--- config.mk ---
export PLATFORM = sky130hd
export DESIGN_NAME = pyrm_wb_arbiter
export DESIGN_NICKNAME = d
export VERILOG_FILES = /design/src/rtl/pyrm_wb_pkg.sv /design/src/rtl/pyrm_wb_fifo.sv /design/src/rtl/pyrm_wb_arbiter.sv
export SDC_FILE = /design/constraint.sdc
export NUM_CORES = 1
export LEC_CHECK = 0
export CELL_PAD_IN_SITES_DETAIL_PLACEMENT = 1
export CELL_PAD_IN_SITES_GLOBAL_PLACEMENT = 1
export CORE_MARGIN = 2
export CORE_UTILIZATION = 34
export DETAILED_ROUTE_END_ITERATION = 12
export PLACE_DENSITY = 0.9
export SLEW_MARGIN = 10
export SYNTH_ARGS = -nofsm -noshare
export SYNTH_HDL_FRONTEND = slang
export SYNTH_SLANG_ARGS = --single-unit
--- constraint.sdc ---
create_clock -name clk -period 4 [get_ports clk]
set_input_delay 0.8 -clock clk [delete_from_list [all_inputs] [get_ports clk]]
set_output_delay 0.8 -clock clk [all_outputs]
set_load 0.01 [all_outputs]
--- src/rtl/pyrm_wb_pkg.sv ---
// Shared types for the register-file write-back arbiter and its queue.
package pyrm_wb_pkg;

    localparam int REG_IDX_W = 5;
    localparam int WB_DATA_W = 64;

    // One queued register write: destination index plus value.
    typedef struct packed {
        logic [REG_IDX_W-1:0] dest;
        logic [WB_DATA_W-1:0] data;
    } wb_entry_t;

    // Identifies a requester; also the encoding of the round-robin pointer.
    typedef enum logic {
        WB_REQ_MEM = 1'b0,
        WB_REQ_ALU = 1'b1
    } wb_req_e;

endpackage

--- src/rtl/pyrm_wb_fifo.sv ---
// In-order queue of granted write-backs. Pointers carry one extra wrap bit
// so full and empty are told apart by comparing the MSBs.
module pyrm_wb_fifo
    import pyrm_wb_pkg::*;
#(
    parameter int DEPTH = 2
) (
    input  logic                    clk,
    input  logic                    rst_n,
    input  logic                    push,
    input  wb_entry_t               push_entry,
    input  logic                    pop,
    output wb_entry_t               head,
    output logic                    full,
    output logic                    empty,
    output logic [$clog2(DEPTH):0]  count
);

    localparam int AW = $clog2(DEPTH);

    wb_entry_t   mem [DEPTH];
    logic [AW:0] wr_ptr;
    logic [AW:0] rd_ptr;
    logic        do_push;
    logic        do_pop;

    // Status flags from registered pointers; requests gated so the queue never over/underflows.
    always_comb begin
        full    = (wr_ptr[AW] != rd_ptr[AW]) && (wr_ptr[AW-1:0] == rd_ptr[AW-1:0]);
        empty   = (wr_ptr == rd_ptr);
        count   = wr_ptr - rd_ptr;
        do_push = push && !full;
        do_pop  = pop && !empty;
        head    = mem[rd_ptr[AW-1:0]];
    end

    // Pointer advance; reset drops every queued entry.
    always_ff @(posedge clk or negedge rst_n) begin
        if (!rst_n) begin
            wr_ptr <= '0;
            rd_ptr <= '0;
        end else begin
            if (do_push) wr_ptr <= wr_ptr + (AW+1)'(1);
            if (do_pop)  rd_ptr <= rd_ptr + (AW+1)'(1);
        end
    end

    // Entry storage; contents are don't-care while empty, so no reset needed.
    always_ff @(posedge clk) begin
        if (do_push) mem[wr_ptr[AW-1:0]] <= push_entry;
    end

endmodule

--- src/rtl/pyrm_wb_arbiter.sv ---
// Write-back arbiter: shares the register-file write port between the ALU
// and load-return paths, drops x0 writes, and queues the rest in order.
//
// Handshake on every stream: a transfer happens on a cycle where valid=1 and
// retry=0. A sender that sees retry=1 holds its fields and valid unchanged
// into the next cycle.
module pyrm_wb_arbiter
    import pyrm_wb_pkg::*;
#(
    parameter int DATA_W     = 64,   // must not exceed WB_DATA_W
    parameter int FIFO_DEPTH = 2,    // power of two, at least 2
    parameter bit RR_EN      = 1'b1  // 0: MEM always wins contention
) (
    input  logic                 clk,
    input  logic                 reset_pyri,
    input  logic [REG_IDX_W-1:0] alu_dest_pyri,
    input  logic [DATA_W-1:0]    alu_data_pyri,
    input  logic                 alu_valid_pyri,
    output logic                 alu_retry_pyro,
    input  logic [REG_IDX_W-1:0] mem_dest_pyri,
    input  logic [DATA_W-1:0]    mem_data_pyri,
    input  logic                 mem_valid_pyri,
    output logic                 mem_retry_pyro,
    output logic [DATA_W-1:0]    reg_addr_pyro,
    output logic                 reg_addr_valid_pyro,
    input  logic                 reg_addr_retry_pyri,
    output logic [DATA_W-1:0]    reg_data_pyro,
    output logic                 reg_data_valid_pyro,
    input  logic                 reg_data_retry_pyri
);

    localparam int CNT_W = $clog2(FIFO_DEPTH) + 1;

    wb_req_e          rr_ptr;
    wb_req_e          rr_ptr_next;
    logic             space;
    logic             contended;
    logic             grant_mem;
    logic             grant_alu;
    wb_entry_t        push_entry;
    wb_entry_t        head;
    logic             fifo_push;
    logic             fifo_pop;
    logic             fifo_full;
    logic             fifo_empty;
    logic [CNT_W-1:0] fifo_count;

    // Room is judged from registered occupancy only, so decode stalls never
    // reach the producer retries combinationally; reset holds both off.
    assign space = reset_pyri && (fifo_count < CNT_W'(FIFO_DEPTH));

    // Pointer register: after reset MEM has first claim on a contended cycle.
    always_ff @(posedge clk or negedge reset_pyri) begin
        if (!reset_pyri) rr_ptr <= WB_REQ_MEM;
        else             rr_ptr <= rr_ptr_next;
    end

    // Next pointer: only a contended grant hands priority to the other side.
    always_comb begin
        rr_ptr_next = rr_ptr;
        if (contended) begin
            if (grant_mem) rr_ptr_next = WB_REQ_ALU;
            else           rr_ptr_next = WB_REQ_MEM;
        end
    end

    // Grant, retry and queue-push decode for the current cycle.
    always_comb begin
        grant_mem  = 1'b0;
        grant_alu  = 1'b0;
        push_entry = '0;
        contended  = space && mem_valid_pyri && alu_valid_pyri;
        if (contended) begin
            if (RR_EN && (rr_ptr == WB_REQ_ALU)) grant_alu = 1'b1;
            else                                 grant_mem = 1'b1;
        end else if (space) begin
            grant_mem = mem_valid_pyri;
            grant_alu = alu_valid_pyri;
        end
        mem_retry_pyro = !space || (mem_valid_pyri && !grant_mem);
        alu_retry_pyro = !space || (alu_valid_pyri && !grant_alu);
        if (grant_mem) begin
            push_entry.dest = mem_dest_pyri;
            push_entry.data = WB_DATA_W'(mem_data_pyri);
        end else if (grant_alu) begin
            push_entry.dest = alu_dest_pyri;
            push_entry.data = WB_DATA_W'(alu_data_pyri);
        end
        // x0 writes complete their handshake but never enter the queue.
        fifo_push = (grant_mem || grant_alu) && (push_entry.dest != '0) && !fifo_full;
    end

    pyrm_wb_fifo #(
        .DEPTH (FIFO_DEPTH)
    ) u_fifo (
        .clk        (clk),
        .rst_n      (reset_pyri),
        .push       (fifo_push),
        .push_entry (push_entry),
        .pop        (fifo_pop),
        .head       (head),
        .full       (fifo_full),
        .empty      (fifo_empty),
        .count      (fifo_count)
    );

    // Both decode streams move together; either retry stalls the pair.
    assign fifo_pop            = !fifo_empty && !reg_addr_retry_pyri && !reg_data_retry_pyri;
    assign reg_addr_valid_pyro = !fifo_empty;
    assign reg_data_valid_pyro = !fifo_empty;
    assign reg_addr_pyro       = fifo_empty ? '0 : DATA_W'(head.dest);
    assign reg_data_pyro       = fifo_empty ? '0 : DATA_W'(head.data);

endmodule
==> out/results.tsv, run 1 <==
stage	metric	value	unit
floorplanning	Die W	144	microns
power	power per cell area	815	nW/um^2
power	fraction of power spent switching nets	34.9	%
cells_and_area	final instance area	9540	sq um
clocking	clock sinks	143	
route	DR vias	4500	
worst_hold_path	Hold Crit Class	reg -> reg	
route	first drt pass iteration count	4	
clocking	clk slew on worst S/H paths	0.06	ns
power	leak pwr	0.00362	uW
clocking	total CTS buffers	17	
logic_synthesis	Syn. warnings	0	
timing	max_slew headroom	50.8	%
route	WL/cell	17.4	microns
clocking	Post-CTS Hold Buffers	0	
power	sequential share of power	29.6	%
floorplanning	starting density of the core	34.5	%
cells_and_area	Final nets	841	
grt	largest net degree at the start of global routing	42	
grt	Total GRT Usage	16.2	%
route	DRT iter0 DRCs	155	
logic_synthesis	Yosys cell types	36	
power	Gate power share	50.0	%
critical_path	Worst setup SP type	flop	
grt	remaining global-route overflow	0	
power	P_int	5060	uW
timing	Max Transition Viols Final	0	
place	dpl ws	0.646	ns
critical_path	CP Capture Type	output port	
logic_synthesis	sequential area share after synthesis	63.8	%
route	Via density	4.62	
place	placed inst area	8940	sq um
place	routability cong.	0.758	
timing	Fin Setup TNS	0	ns
logic_synthesis	Post-synth EDFFs	138	
timing	Setup-failing EPs final	0	
cells_and_area	final core occ	49.2	%
critical_path	CP Data Arrival Time	2.94	ns
power	VDD IR max	0.386	mV
clocking	CTS root buffer	clkbuf_16	
route	Post-DRT Antenna Nets	0	
logic_synthesis	Async S/R FF share, synth	3.50	%
route	DRC Markers	0	
timing	RSZ-0062 raised after global routing	no	
critical_path	critical path class	reg -> out	
timing	Min Hold Slack	0.525	ns
clocking	postcts setup bufs	0	
clocking	post_cts resized	0	
floorplanning	Core Region	19400	sq um
floorplanning	area of the die	20800	sq um
logic_synthesis	syn_area_per_cell	13.9	sq um
timing	Final Critical Period	3.74	ns
grt	initial antenna violation count	0	
critical_path	critical path data required time	3.20	ns
timing	worst clock skew	0.0110	ns
logic_synthesis	Synth Cell Area	6690	sq um
logic_synthesis	register bit total from synthesis	143	
floorplanning	Core Rows	51	
logic_synthesis	cell count after synthesis	482	
logic_synthesis	top_reg_cell synth	edfxtp_1	
timing	Worst-Margin Slew	0.739	ns
floorplanning	# IOs	276	
place	PortBufs	216	
timing	period utilization	93.5	%
timing	Fmax	267	MHz
status	outcome	complete, no violations	
clocking	worst-skew pair later-pin latency	0.41	ns
cells_and_area	ANT cells	0	
clocking	Clock Tree Buf Depth	2	
grt	number of global-route vias before repair	4675	
timing	Hold Fails Final Rpt	0	
power	Net Sw Power	2710	uW
critical_path	crit path max fanout	41	
cells_and_area	P&R area growth vs syn	42.5	%
floorplanning	Die Y	144	microns
place	hpwl dp	12200	microns
clocking	CTS tree	built	
flow_run	Max-Cap Viols	0	
grt	first-pass GRT wire length	25200	microns
route	Final Routed Wirelength	16900	microns
clocking	CTS H-tree depth	4	
cells_and_area	share of post-route cells with drive strength above 1	7.33	%
power	clock network power share	20.4	%
timing	final worst slack	0.262	ns
## synth_stat cells, types with 2 or more instances
cell	instances	area share [%]
buf_4	60	6.7
buf_2	14	1.0
and2_1	3	0.28
edfxtp_1	138	62
inv_1	5	0.28
clkbuf_1	15	0.84
dfrtp_1	5	1.9
a22oi_1	4	0.45
or4_1	2	0.22
a22o_1	64	8.4
mux2i_1	69	10
xnor2_1	3	0.39
nor2_1	75	4.2
xor2_1	3	0.39
## flip-flops by register name, summed over array words and instances (netlist names)
name and flops:
rr_ptr 1, u_fifo.mem 138, u_fifo.rd_ptr 2, u_fifo.wr_ptr 2
## path summary, 6_finish.rpt
kind,start,endpoint,slack (ns),cells past startpoint
min in group asynchronous,reset_pyri,rr_ptr,0.69,1
worst max register to register,u_fifo.wr_ptr[0],u_fifo.mem[1][28],1.41,7
worst min register to register,u_fifo.wr_ptr[1],u_fifo.wr_ptr[1],0.53,1
worst min-delay path,u_fifo.wr_ptr[1],u_fifo.wr_ptr[1],0.53,1
max in group asynchronous,reset_pyri,u_fifo.rd_ptr[0],2.99,1
worst max-delay path,u_fifo.rd_ptr[0],reg_data_pyro[25],0.26,5
## power by group through the flow
stage | Clock (uW) | Sequential [uW] | Combinational [uW]
detailed placement | 0 | 2330 | 3950
floorplan | 0 | 2320 | 2000
CTS | 1630 | 2310 | 3970
global route | 1690 | 2330 | 4210
finish | 1590 | 2300 | 3890
global placement | 0 | 2310 | 3850
## critical path, cell delays in order, from the launching register on
cell and delay, ns:
dfrtp_4 0.40, buf_4 0.45, buf_4 0.67, mux2i_1 0.20
nor2_1 0.15, clkdlybuf4s50_1 0.59
## per-stage QoR
| step | power (uW) | instances |
|---|---|---|
| floorplan | 4320 | 540 |
| global placement | 6160 | 942 |
| detailed placement | 6280 | 942 |
| CTS | 7900 | 974 |
| global route | 8230 | 974 |
| finish | 7770 | 974 |
## cells in the final DEF (no fill, tap or decap), types with 4 or more instances in the layout
cell	count
a22o_1	64
a22oi_1	4
buf_4	9
clkbuf_16	17
clkdlybuf4s50_1	216
clkinv_2	4
conb_1	59
dfrtp_1	4
edfxtp_1	138
inv_1	4
mux2i_1	69
nor2_1	75
## per-layer routing
metal / vias up / wire length [microns] / part of all wire [%] / GRT usage (%)
li1: 2123 / - / - / -
met1: 2198 / 6630 / 39 / 18.2
met2: 164 / 8810 / 52 / 29.1
met3: 15 / 1290 / 7.6 / 5.63
met4: 0 / 199 / 1.2 / 4.29
met5: - / 0 / 0 / 0
## area by class of cell
class	count	area (sq um)
clock buffers	17	425
flip-flops and latches	143	4270
multi-input cells	302	2050
fillers	2025	9860
well taps	265	332
clock inverters	15	166
repair buffers	227	2270
inverters	5	18.8
## kinds of logic after synthesis
| group | Yosys count | synth area share [%] |
|---|---|---|
| xor+xnor | 7 | 1.14 |
| mux | 69 | 10.3 |
| fa+ha+maj | 1 | 0.187 |
| compound gates | 77 | 9.99 |
| flops | 143 | 63.8 |
| buf+inv | 95 | 8.96 |
| simple gates | 89 | 5.54 |
| other cells | 1 | 0.0561 |
Power figures use the tool's default switching activity.
==> run 2, diff against run 1 <==
Settings changed: CORE_MARGIN 2 to 4.
==> out/results.tsv, run 2 (synthesis gave the netlist of run 1 again) <==
stage	metric	value	unit	change
status	outcome	complete, no violations		
critical_path	critical path class	reg -> out		
clocking	worst-skew pair later-pin latency	0.40	ns	about the same
route	Final Routed Wirelength	17200	microns	+1.5%
cells_and_area	Final nets	840		-0.12%
grt	Total GRT Usage	15.2	%	-0.92 points
timing	period utilization	92.5	%	-0.94 points
floorplanning	Core Rows	51		unchanged
route	first drt pass iteration count	4		unchanged
route	DRT iter0 DRCs	143		-7.7%
cells_and_area	ANT cells	0		unchanged
floorplanning	# IOs	276		unchanged
timing	max_slew headroom	44.5	%	-6.3 points
timing	Max Transition Viols Final	0		unchanged
grt	largest net degree at the start of global routing	41		-2.4%
timing	Hold Fails Final Rpt	0		unchanged
floorplanning	Core Region	19400	sq um	unchanged
grt	initial antenna violation count	0		unchanged
timing	Fmax	270	MHz	+1.0%
clocking	post_cts resized	0		unchanged
worst_hold_path	Hold Crit Class	reg -> reg		
floorplanning	starting density of the core	34.5	%	unchanged
cells_and_area	P&R area growth vs syn	42.4	%	about the same
power	VDD IR max	0.292	mV	-24%
clocking	total CTS buffers	17		unchanged
clocking	CTS root buffer	clkbuf_16		
route	WL/cell	17.7	microns	+1.7%
critical_path	Worst setup SP type	flop		
clocking	postcts setup bufs	0		unchanged
floorplanning	area of the die	22000	sq um	+5.6%
cells_and_area	commonest cells after routing, fill and taps aside	216 x clkdlybuf4s50_1, 138 x edfxtp_1, 75 x nor2_1		
grt	first-pass GRT wire length	26100	microns	+3.4%
timing	Worst-Margin Slew	0.833	ns	+0.0944 ns
route	DRC Markers	0		unchanged
cells_and_area	share of post-route cells with drive strength above 1	6.79	%	-0.55 points
timing	RSZ-0062 raised after global routing	no		
clocking	CTS tree	built		
clocking	clock sinks	143		unchanged
grt	number of global-route vias before repair	4777		+2.2%
power	leak pwr	0.00361	uW	-0.24%
route	DR vias	4450		-1.1%
clocking	clk slew on worst S/H paths	0.06	ns	about the same
route	Post-DRT Antenna Nets	0		unchanged
route	Via density	4.58		-0.91%
cells_and_area	max reg flops	138		unchanged
floorplanning	Die Y	148	microns	+2.8%
flow_run	Max-Cap Viols	0		unchanged
cells_and_area	commonest non-fill, non-tap cell in the layout	clkdlybuf4s50_1		
place	routability cong.	0.749		-1.1%
critical_path	CP Capture Type	output port		
place	PortBufs	216		unchanged
timing	Min Hold Slack	0.543	ns	+0.0179 ns
timing	worst clock skew	0.00810	ns	-0.00292 ns
place	hpwl dp	12400	microns	+1.9%
clocking	Post-CTS Hold Buffers	0		unchanged
critical_path	critical path data required time	3.20	ns	about the same
timing	Setup-failing EPs final	0		unchanged
critical_path	CP Data Arrival Time	2.90	ns	-0.04 ns
timing	Fin Setup TNS	0	ns	unchanged
floorplanning	Die W	148	microns	+2.8%
grt	remaining global-route overflow	0		unchanged
timing	Final Critical Period	3.70	ns	-0.0377 ns
clocking	CTS H-tree depth	4		unchanged
clocking	Clock Tree Buf Depth	2		unchanged
power	power per cell area	813	nW/um^2	-0.31%
critical_path	crit path max fanout	40		-2.4%
-- run 2: cell types whose count changed in the layout (fill, tap and decap cells not counted) --
cell        previous run  this run
buf_4                  9         7
clkinv_2               4         3
buf_12                 2         3
clkinv_4               0         2
clkbuf_1               0         2
clkinvlp_4             3         2
inv_6                  3         0
-- run 2: report_power, final --
part	leakage [uW]	switching, uW	internal (uW)
sequential	0.00133	108	2200
clock	0.000278	563	970
combinational	0.00200	2000	1900
total	0.00361	2670	5070
-- run 2: cell type report --
cell class	count	area [sq um]
Fill cell	2004	9870
Inverter	5	18.8
Multi-Input combinational cell	302	2050
Clock inverter	12	145
Tap cell	265	332
Timing Repair Buffer	226	2270
Sequential cell	143	4270
Clock buffer	19	433
-- run 2: routing by layer --
| layer | part of all wire [%] | vias up | track usage, % |
|---|---|---|---|
| met5 | 0 | - | 0 |
| met4 | 0.82 | 0 | 3.46 |
| met3 | 7.6 | 10 | 5.91 |
| met2 | 54 | 154 | 27.6 |
| met1 | 38 | 2168 | 16.9 |
| li1 | - | 2118 | - |
-- run 2: critical path, stage by stage, from the launching register on --
cell and delay (ns):
dfrtp_4 0.41, buf_4 0.45, buf_4 0.66, mux2i_1 0.19, nor2_1 0.14, clkdlybuf4s50_1 0.60
-- run 2: worst paths after layout --
check                            startpoint                 to  slack [ns]  cells after the start
setup / recovery           u_fifo.rd_ptr[0]  reg_data_pyro[56]        0.30                      5
hold / removal             u_fifo.wr_ptr[1]   u_fifo.wr_ptr[1]        0.54                      1
setup reg to reg           u_fifo.wr_ptr[0]  u_fifo.mem[0][37]        1.37                      7
hold reg to reg            u_fifo.wr_ptr[1]   u_fifo.wr_ptr[1]        0.54                      1
max in group asynchronous        reset_pyri   u_fifo.rd_ptr[0]        2.99                      1
min in group asynchronous        reset_pyri             rr_ptr        0.69                      1
-- run 2: per-stage QoR --
step	instances	util [%]	instance area [sq um]	power [uW]	worst slack [ns]
6_report	972	49.1	9530	7740	0.299
5_1_grt	972	49.1	9530	8260	0.120
4_1_cts	972	49.1	9530	7910	0.173
3_5_place_dp	941	46.1	8950	6330	0.664
3_3_place_gp	941	46.1	8950	6210	0.698
2_1_floorplan	540	-	6910	4320	0.455
